$ cat src/rtl/check_pkg.sv
// Shared definitions for the serial ASCII "10" pattern generator, its checker and their benches.
// Holds the character constants and the sequencer state encoding.
package check_pkg;

    localparam logic [7:0] CHAR_ZERO = 8'h30;
    localparam logic [7:0] CHAR_ONE  = 8'h31;

    typedef enum logic [1:0] {
        IDLE      = 2'd0,
        SEND_ONE  = 2'd1,
        SEND_ZERO = 2'd2,
        DONE      = 2'd3
    } seq_state_t;

endpackage

$ cat src/rtl/check_seq_gen_if.sv
// Byte-per-cycle character stream with a valid/ready handshake.
// A transfer happens on a rising edge where out_valid and out_ready are both high.
interface check_seq_gen_if;

    logic [7:0] out_data;
    logic       out_valid;
    logic       out_ready;

    modport master (
        output out_data,
        output out_valid,
        input  out_ready
    );

    modport slave (
        input  out_data,
        input  out_valid,
        output out_ready
    );

endinterface

$ cat src/rtl/check_seq_gen.sv
// Emits "10" repeated count times as ASCII characters, one per accepted transfer.
// An optional error mode turns the final '0' into a '1' to build negative cases.
module check_seq_gen
    import check_pkg::*;
#(
    parameter int         CNT_W     = 8,
    parameter logic [7:0] ONE_CHAR  = CHAR_ONE,
    parameter logic [7:0] ZERO_CHAR = CHAR_ZERO,
    parameter logic [7:0] IDLE_CHAR = CHAR_ZERO
) (
    input  logic               clk,
    input  logic               rst_n,
    input  logic               start,
    input  logic [CNT_W-1:0]   count,
    input  logic               inject_err,
    check_seq_gen_if.master    stream,
    output logic               busy,
    output logic               done
);

    seq_state_t       state;
    logic [CNT_W-1:0] remaining;
    logic             err_q;
    logic             last_pair;
    logic [7:0]       zero_slot_char;

    // The second character of the final pair is the one the error mode corrupts.
    assign last_pair      = (remaining == CNT_W'(1));
    assign zero_slot_char = (last_pair && err_q) ? ONE_CHAR : ZERO_CHAR;

    // NOTE: every register here, outputs included, uses non-blocking assignments and is
    // cleared by the asynchronous reset, so no partial character survives a mid-sequence reset.
    always_ff @(posedge clk or negedge rst_n) begin
        if (!rst_n) begin
            state            <= IDLE;
            remaining        <= '0;
            err_q            <= 1'b0;
            stream.out_valid <= 1'b0;
            stream.out_data  <= IDLE_CHAR;
            busy             <= 1'b0;
            done             <= 1'b0;
        end else begin
            case (state)
                IDLE, DONE: begin
                    if (start && (count != '0)) begin
                        state            <= SEND_ONE;
                        remaining        <= count;
                        err_q            <= inject_err;
                        stream.out_valid <= 1'b1;
                        stream.out_data  <= ONE_CHAR;
                        busy             <= 1'b1;
                        done             <= 1'b0;
                    end else if (start) begin
                        state <= DONE;
                        done  <= 1'b1;
                    end else begin
                        state <= IDLE;
                        done  <= 1'b0;
                    end
                end

                SEND_ONE: begin
                    if (stream.out_ready) begin
                        state           <= SEND_ZERO;
                        stream.out_data <= zero_slot_char;
                    end
                end

                SEND_ZERO: begin
                    if (stream.out_ready) begin
                        if (last_pair) begin
                            // remaining stays at 1 here; it is only ever decremented above 1.
                            state            <= DONE;
                            stream.out_valid <= 1'b0;
                            stream.out_data  <= IDLE_CHAR;
                            busy             <= 1'b0;
                            done             <= 1'b1;
                        end else begin
                            state           <= SEND_ONE;
                            remaining       <= remaining - 1'b1;
                            stream.out_data <= ONE_CHAR;
                        end
                    end
                end

                default: begin
                    state            <= IDLE;
                    stream.out_valid <= 1'b0;
                    stream.out_data  <= IDLE_CHAR;
                    busy             <= 1'b0;
                    done             <= 1'b0;
                end
            endcase
        end
    end

endmodule

$ cat src/flat_wrapper.sv
// flat-port wrapper written by rule: the top's interface ports become plain ports
module check_seq_gen_flat import check_pkg::*;
#(
    parameter int         CNT_W     = 8,
    parameter logic [7:0] ONE_CHAR  = CHAR_ONE,
    parameter logic [7:0] ZERO_CHAR = CHAR_ZERO,
    parameter logic [7:0] IDLE_CHAR = CHAR_ZERO
)
  (clk, rst_n, start, count, inject_err, busy, done, stream_out_data, stream_out_valid, stream_out_ready);
  check_seq_gen_if stream_i ();
  input  logic clk;
  input  logic rst_n;
  input  logic start;
  input  logic [CNT_W-1:0] count;
  input  logic inject_err;
  output logic busy;
  output logic done;
  output wire logic [$bits(stream_i.out_data)-1:0] stream_out_data;
  output wire logic [$bits(stream_i.out_valid)-1:0] stream_out_valid;
  input wire logic [$bits(stream_i.out_ready)-1:0] stream_out_ready;
  assign stream_out_data = stream_i.out_data;
  assign stream_out_valid = stream_i.out_valid;
  assign stream_i.out_ready = stream_out_ready;
  check_seq_gen #(.CNT_W(CNT_W), .ONE_CHAR(ONE_CHAR), .ZERO_CHAR(ZERO_CHAR), .IDLE_CHAR(IDLE_CHAR)) u_core (.clk(clk), .rst_n(rst_n), .start(start), .count(count), .inject_err(inject_err), .stream(stream_i), .busy(busy), .done(done));
endmodule
$ cat config.mk
export PLATFORM = sky130hd
export DESIGN_NAME = check_seq_gen_flat
export DESIGN_NICKNAME = d
export VERILOG_FILES = /design/src/rtl/check_pkg.sv /design/src/rtl/check_seq_gen_if.sv /design/src/rtl/check_seq_gen.sv /design/src/flat_wrapper.sv
export SDC_FILE = /design/constraint.sdc
export NUM_CORES = 1
export LEC_CHECK = 0
export ABC_AREA = 1
export BUFFER_PORTS_ARGS = -buffer_cell sky130_fd_sc_hd__buf_2
export CAP_MARGIN = 30
export CORE_UTILIZATION = 48
export DETAILED_ROUTE_END_ITERATION = 8
export PLACE_DENSITY = 0.75
export SYNTH_ARGS = -nofsm -noshare
export SYNTH_HDL_FRONTEND = slang
export SYNTH_SLANG_ARGS = --single-unit
$ cat constraint.sdc
create_clock -name clk -period 1.58 [get_ports clk]
set_input_delay 0.316 -clock clk [delete_from_list [all_inputs] [get_ports clk]]
set_output_delay 0.316 -clock clk [all_outputs]
set_load 0.005 [all_outputs]
* Word-level counts from Yosys, hierarchy flattened
Cells that the tools add are included.
** Word-level totals
- Flip-flop bits (word level) :: 21
- Input port bits :: 13
** Cells by class
- Add/subtract/negate cells :: 1
- Equal/unequal tests :: 9
- Muxes and demuxes :: 25
- Reduce and logical (&&, ||, !) cells :: 12
** Operators by type and width (number)
- $mux W8 :: 6
- $pmux W8 S3 :: 1
- $pmux W8 S2 :: 1
- $mux W2 :: 5
- $mux W1 :: 9
- $eq A8 B1 Y1 const B :: 1
- $reduce_and A4 Y1 :: 2
- $reduce_bool A8 Y1 :: 1
- $sub A8 B1 Y8 const B :: 1
- $ne A2 B2 Y1 const B :: 3
- $pmux W2 S3 :: 1
- $reduce_and A3 Y1 :: 2
- $eq A2 B2 Y1 const B :: 2
- $ne A2 B1 Y1 const B :: 2
- $pmux W1 S2 :: 2
- $reduce_and A2 Y1 :: 2
- $eq A2 B1 Y1 const B :: 1
- $logic_and A1 B1 Y1 :: 2
- $logic_not A2 Y1 :: 1
- $reduce_bool A2 Y1 :: 1
- $reduce_or A2 Y1 :: 1

* Logic depth before layout (Yosys ltp)
- Word-level depth :: 5
- Mapped depth :: 11
- Depth with buffers taken out :: 10

* Worst setup path before layout
Ideal clock, no wire load.
- Kind :: reg-to-reg
- From :: reg u_core.state[0]
- To :: reg u_core.busy
- Library setup time :: 0.117 ns
- Arrival :: 1.349 ns
- Data required time :: 1.463 ns
- Setup slack :: 0.114 ns
- Stages on the path, launching flop included :: 11
- Buffers on the path :: 1
- Clock period less this slack :: 1.466 ns
- Cell sequence :: dfrtp_1 -> inv_1 -> ha_1 -> buf_4 -> inv_2 -> nor2_1 -> or2_1 -> nor2_2 -> nand2_1 -> nand2_1 -> nand2_1
** On the way
- Cells in the longest elaborated chain, start to end :: 4
- Elaborated cells on any way between the ends :: 10
- Those cells by class :: eq/ne: 5; mux: 1; reduce/logical: 4
** RTL lines
- from (decl) :: RTL line check_seq_gen.sv:21 : seq_state_t state;
- from (signal assigned) :: RTL line check_seq_gen.sv:35 : state <= IDLE;
- from (signal assigned) :: RTL line check_seq_gen.sv:46 : state <= SEND_ONE;
- from (signal assigned) :: RTL line check_seq_gen.sv:54 : state <= DONE;
- $eq A2 B2 Y1 or $logic_not A2 Y1 (tied branches) :: RTL line check_seq_gen.sv:43 : case (state)
- $reduce_or A2 Y1 :: RTL line check_seq_gen.sv:43
- $ne A2 B1 Y1 (no line) or $reduce_bool A2 Y1 (tied branches)
- $reduce_and A4 Y1 (no line)
- to (signal assigned) :: RTL line check_seq_gen.sv:40 : busy <= 1'b0;
- to (signal assigned) :: RTL line check_seq_gen.sv:51 : busy <= 1'b1;
- to (signal assigned) :: RTL line check_seq_gen.sv:76 : busy <= 1'b0;
- to (decl) :: RTL line check_seq_gen.sv:17 : output logic busy,
Several ways; a longest one is shown, not always the timed one.
A chain may end at the register's enable or synchronous reset.

* Worst setup path after layout
- From :: reg u_core.state[0]
- To :: reg u_core.remaining[0]
** On the way
- Cells in the longest elaborated chain, start to end :: 4
- Elaborated cells on any way between the ends :: 10
- Those cells by class :: eq/ne: 5; mux: 1; reduce/logical: 4
** RTL lines
- $eq A2 B2 Y1 or $logic_not A2 Y1 (tied branches) :: RTL line check_seq_gen.sv:43
- $reduce_or A2 Y1 :: RTL line check_seq_gen.sv:43
- $ne A2 B1 Y1 (no line) or $reduce_bool A2 Y1 (tied branches)
- $reduce_and A4 Y1 (no line)
- to (signal assigned) :: RTL line check_seq_gen.sv:47 : remaining <= count;
- to (signal assigned) :: RTL line check_seq_gen.sv:80 : remaining <= remaining - 1'b1;
- to (decl) :: RTL line check_seq_gen.sv:22 : logic [CNT_W-1:0] remaining;
Several ways; a longest one is shown, not always the timed one.

==> qor.json <==
{
  "status": {
    "status": "finished, final reports clean"
  },
  "clock_network": {
    "clkSinkCount": 14,
    "cts_max_path_buffers": 2,
    "worst_skew_pair.late_latency_ps": 290,
    "cts.htree.levels": 1,
    "root_buffer": "sky130_fd_sc_hd__clkbuf_4",
    "clock_buffers_created_by_tritoncts": 3,
    "tritoncts": "yes",
    "clk_pin_slew_worst_paths_ps": 100
  },
  "final_layout": {
    "post_route_cells_drive_above_1_share": 0.200,
    "final_common_cell": "sky130_fd_sc_hd__nand2_1",
    "design.final.nets": 209,
    "areaGrowthSynthToFinish_pct": 14.0,
    "mostFrequentLayoutCells": "sky130_fd_sc_hd__nand2_1, sky130_fd_sc_hd__nand3_1, sky130_fd_sc_hd__nor2_1",
    "antenna_cells": 0
  },
  "place": {
    "place_congestion": 0.879,
    "detailed_place_hpwl_um": 1930,
    "port_buffers": 16
  },
  "timing": {
    "layout_worst_path_cycle_share": 0.932,
    "final-setup-viol-count": 0,
    "grt_setup_unrepaired": "false",
    "top_achievable_clock_speed_mhz": 679,
    "drv_slew": 0,
    "finalHoldViolCount": 0,
    "skew_ps": 10.1,
    "setup_tns_ps": 0,
    "min_period_ps": 1470
  },
  "floorplanning": {
    "chipHeight_um": 49.9,
    "floorplan.initialDensity": 0.534,
    "rows": 16,
    "floorplan.die_area_sq_mm": 0.00249,
    "ioPinCount": 24,
    "coreArea_sq_mm": 0.00206,
    "die_outline_width_um": 49.9
  },
  "synthesis": {
    "synthesis.instances": 168,
    "synth.cell_area_sq_mm": 0.00110,
    "synthesis.yosys.warnings": 0,
    "mux_contribution_to_synthesized_area": 0,
    "synthTopCellsByArea": "sky130_fd_sc_hd__dfrtp_1, sky130_fd_sc_hd__nand2_1, sky130_fd_sc_hd__nand3_1, sky130_fd_sc_hd__nor2_1, sky130_fd_sc_hd__buf_4",
    "post_synth_xor_area_fraction": 0,
    "synthDominantAreaCellType": "sky130_fd_sc_hd__dfrtp_1",
    "seq_area_frac_synth": 0.318,
    "yosys.area.top_type_share": 0.318,
    "synth_compound_gate_area_share": 0.0659,
    "synth_simple_gate_area_share": 0.423,
    "synth.ff_latch_count": 14,
    "synth-adder-area-share": 0.0568,
    "avgSynthCellArea_sq_um": 6.55,
    "dominant_combinational_cell_family_by_area_after_synthesis": "simple AND/OR/NAND/NOR gates",
    "yosys.cell_types.count": 21
  },
  "worst_setup_path": {
    "path_buf_inv": 3,
    "worstSetupEndpointType": "register",
    "critPathTopFamily": "simple AND/OR/NAND/NOR gates",
    "worst_path_max_delay_cell": "sky130_fd_sc_hd__dfrtp_1",
    "setup.worst_path.class": "reg -> reg",
    "timing.critical_path.fanout_max": 8,
    "max_stage_delay_ps": 350,
    "critical_path_arrival_ps": 1650,
    "critPathMostFrequentCell": "sky130_fd_sc_hd__nand2_1",
    "crit_path_start_kind": "register",
    "critical_path_required_ps": 1760,
    "cp_cell_sequence": "inv_1 -> ha_1 -> inv_2 -> nor2_1 -> a21oi_1 -> nand2_2 -> inv_4 -> nand2_8 -> nand2_1 -> nand2_1"
  },
  "route": {
    "drc_errors": 0,
    "drt_pass1_iterations": 4,
    "first_iter_violations": 33,
    "finalWirelength_um": 2500,
    "vias": 1085,
    "routedWlPerCell_um": 11.5,
    "post_drt_via_cell_ratio": 5.00,
    "postRouteAntennaNets": 0
  },
  "pwr": {
    "power-per-cell-area_mw_per_mm2": 2200,
    "power_leakage_nw": 0.704,
    "maximum_vdd_ir_drop_uv": 1540,
    "finalPower_mw": 2.76
  },
  "global_route": {
    "global_route.overflow_total": 0,
    "antenna_found_initial": 0,
    "grt_first_pass_wirelength_um": 4110,
    "first_global_vias": 1010,
    "track_usage": 0.215,
    "maximum_number_of_pins_on_one_net_before_global_route_repair": 15
  },
  "job": {
    "drv.max_cap_violation_count": 0
  },
  "min_path": {
    "hold_path.class": "in -> reg"
  }
}
-- flip-flops by register name (all words and copies together), names as in the netlist --
register	flops
u_core.err_q	1
u_core.remaining	8
u_core.busy	1
u_core.stream.out_data	1
u_core.done	1
u_core.state	2
-- report_power, final --
part	leakage (nW)	internal (mW)	total, mW	switching [mW]
Combinational	0.511	0.677	1.78	1.10
Clock	0.0210	0.140	0.269	0.129
Sequential	0.172	0.549	0.713	0.165
Total	0.704	1.37	2.76	1.40
-- metal layers --
layer	vias to the layer above	wire length (um)	GRT usage	share of wire
li1	553	-	-	-
met1	496	1040	0.237	0.41
met2	30	1310	0.399	0.52
met3	6	110	0.0586	0.044
met4	0	43	0.0571	0.017
met5	-	0	0	0
-- cells in the mapped netlist --
cell / instances
sky130_fd_sc_hd__nor2_1: 19
sky130_fd_sc_hd__inv_4: 1
sky130_fd_sc_hd__nand2_2: 4
sky130_fd_sc_hd__inv_1: 16
sky130_fd_sc_hd__buf_2: 1
sky130_fd_sc_hd__o211ai_1: 1
sky130_fd_sc_hd__dfrtp_1: 14
sky130_fd_sc_hd__o21ai_1: 1
sky130_fd_sc_hd__nand2_1: 55
sky130_fd_sc_hd__nand3_1: 20
sky130_fd_sc_hd__a21oi_1: 3
sky130_fd_sc_hd__conb_1: 2
sky130_fd_sc_hd__buf_4: 9
sky130_fd_sc_hd__or2_1: 1
sky130_fd_sc_hd__nor2_4: 1
sky130_fd_sc_hd__nor2_2: 2
sky130_fd_sc_hd__nand2_8: 1
sky130_fd_sc_hd__inv_2: 1
sky130_fd_sc_hd__nand4_1: 2
sky130_fd_sc_hd__o21ai_0: 9
sky130_fd_sc_hd__ha_1: 5
-- stage by stage --
step           utilization  cells  setup slack [ps]  instance area, sq um  hold WS [ps]
6_report             0.609    217               108                  1250           252
3_5_place_dp         0.581    211              92.2                  1200           239
2_1_floorplan            -    173               114                  1120          20.4
4_1_cts              0.604    216              77.6                  1240           260
3_3_place_gp         0.581    211               125                  1200           232
5_1_grt              0.609    217              9.93                  1250           270
-- layout make-up --
cell class              instances  area [sq um]
inverters                      18          70.1
clock buffers                   4          36.3
well taps                      27          33.8
repair buffers                 23           135
multi-input cells             131           629
flip-flops and latches         14           350
fillers                       190           807
-- tightest hold or removal path, stage by stage --
cell and delay, ps:
sky130_fd_sc_hd__buf_2 70, sky130_fd_sc_hd__nand3_1 70, sky130_fd_sc_hd__nand2_1 60
-- what timing repair did --
action / 4_1_cts / 5_1_grt
setup endpoints to repair: 0 / 8
buffers inserted: 0 / 1
endpoints found under the hold margin: 14 / 0
gates resized for setup: 0 / 2
hold buffers: 1 / 0
-- path summary, 6_finish.rpt --
path | from | slack [ps] | end | depth (start not counted)
min in group asynchronous | rst_n | 440 | u_core.remaining[6]$_DFFE_PN0P_ | 2
worst min-delay path | inject_err | 250 | u_core.err_q$_DFFE_PN0P_ | 3
max in group asynchronous | rst_n | 880 | u_core.remaining[0]$_DFFE_PN0P_ | 2
worst max register to register | u_core.state[0]$_DFFE_PN0P_ | 110 | u_core.remaining[0]$_DFFE_PN0P_ | 10
worst min register to register | u_core.busy$_DFFE_PN0P_ | 500 | u_core.busy$_DFFE_PN0P_ | 2
worst max-delay path | u_core.state[0]$_DFFE_PN0P_ | 110 | u_core.remaining[0]$_DFFE_PN0P_ | 10
-- kinds of logic after synthesis --
group / Yosys count
and+or+nand+nor: 105
adders and majority gates: 5
AOI/OAI and AO/OA: 14
other: 2
DFF: 14
buffers and inverters: 28
No activity file was read; power rests on OpenSTA's default activity.
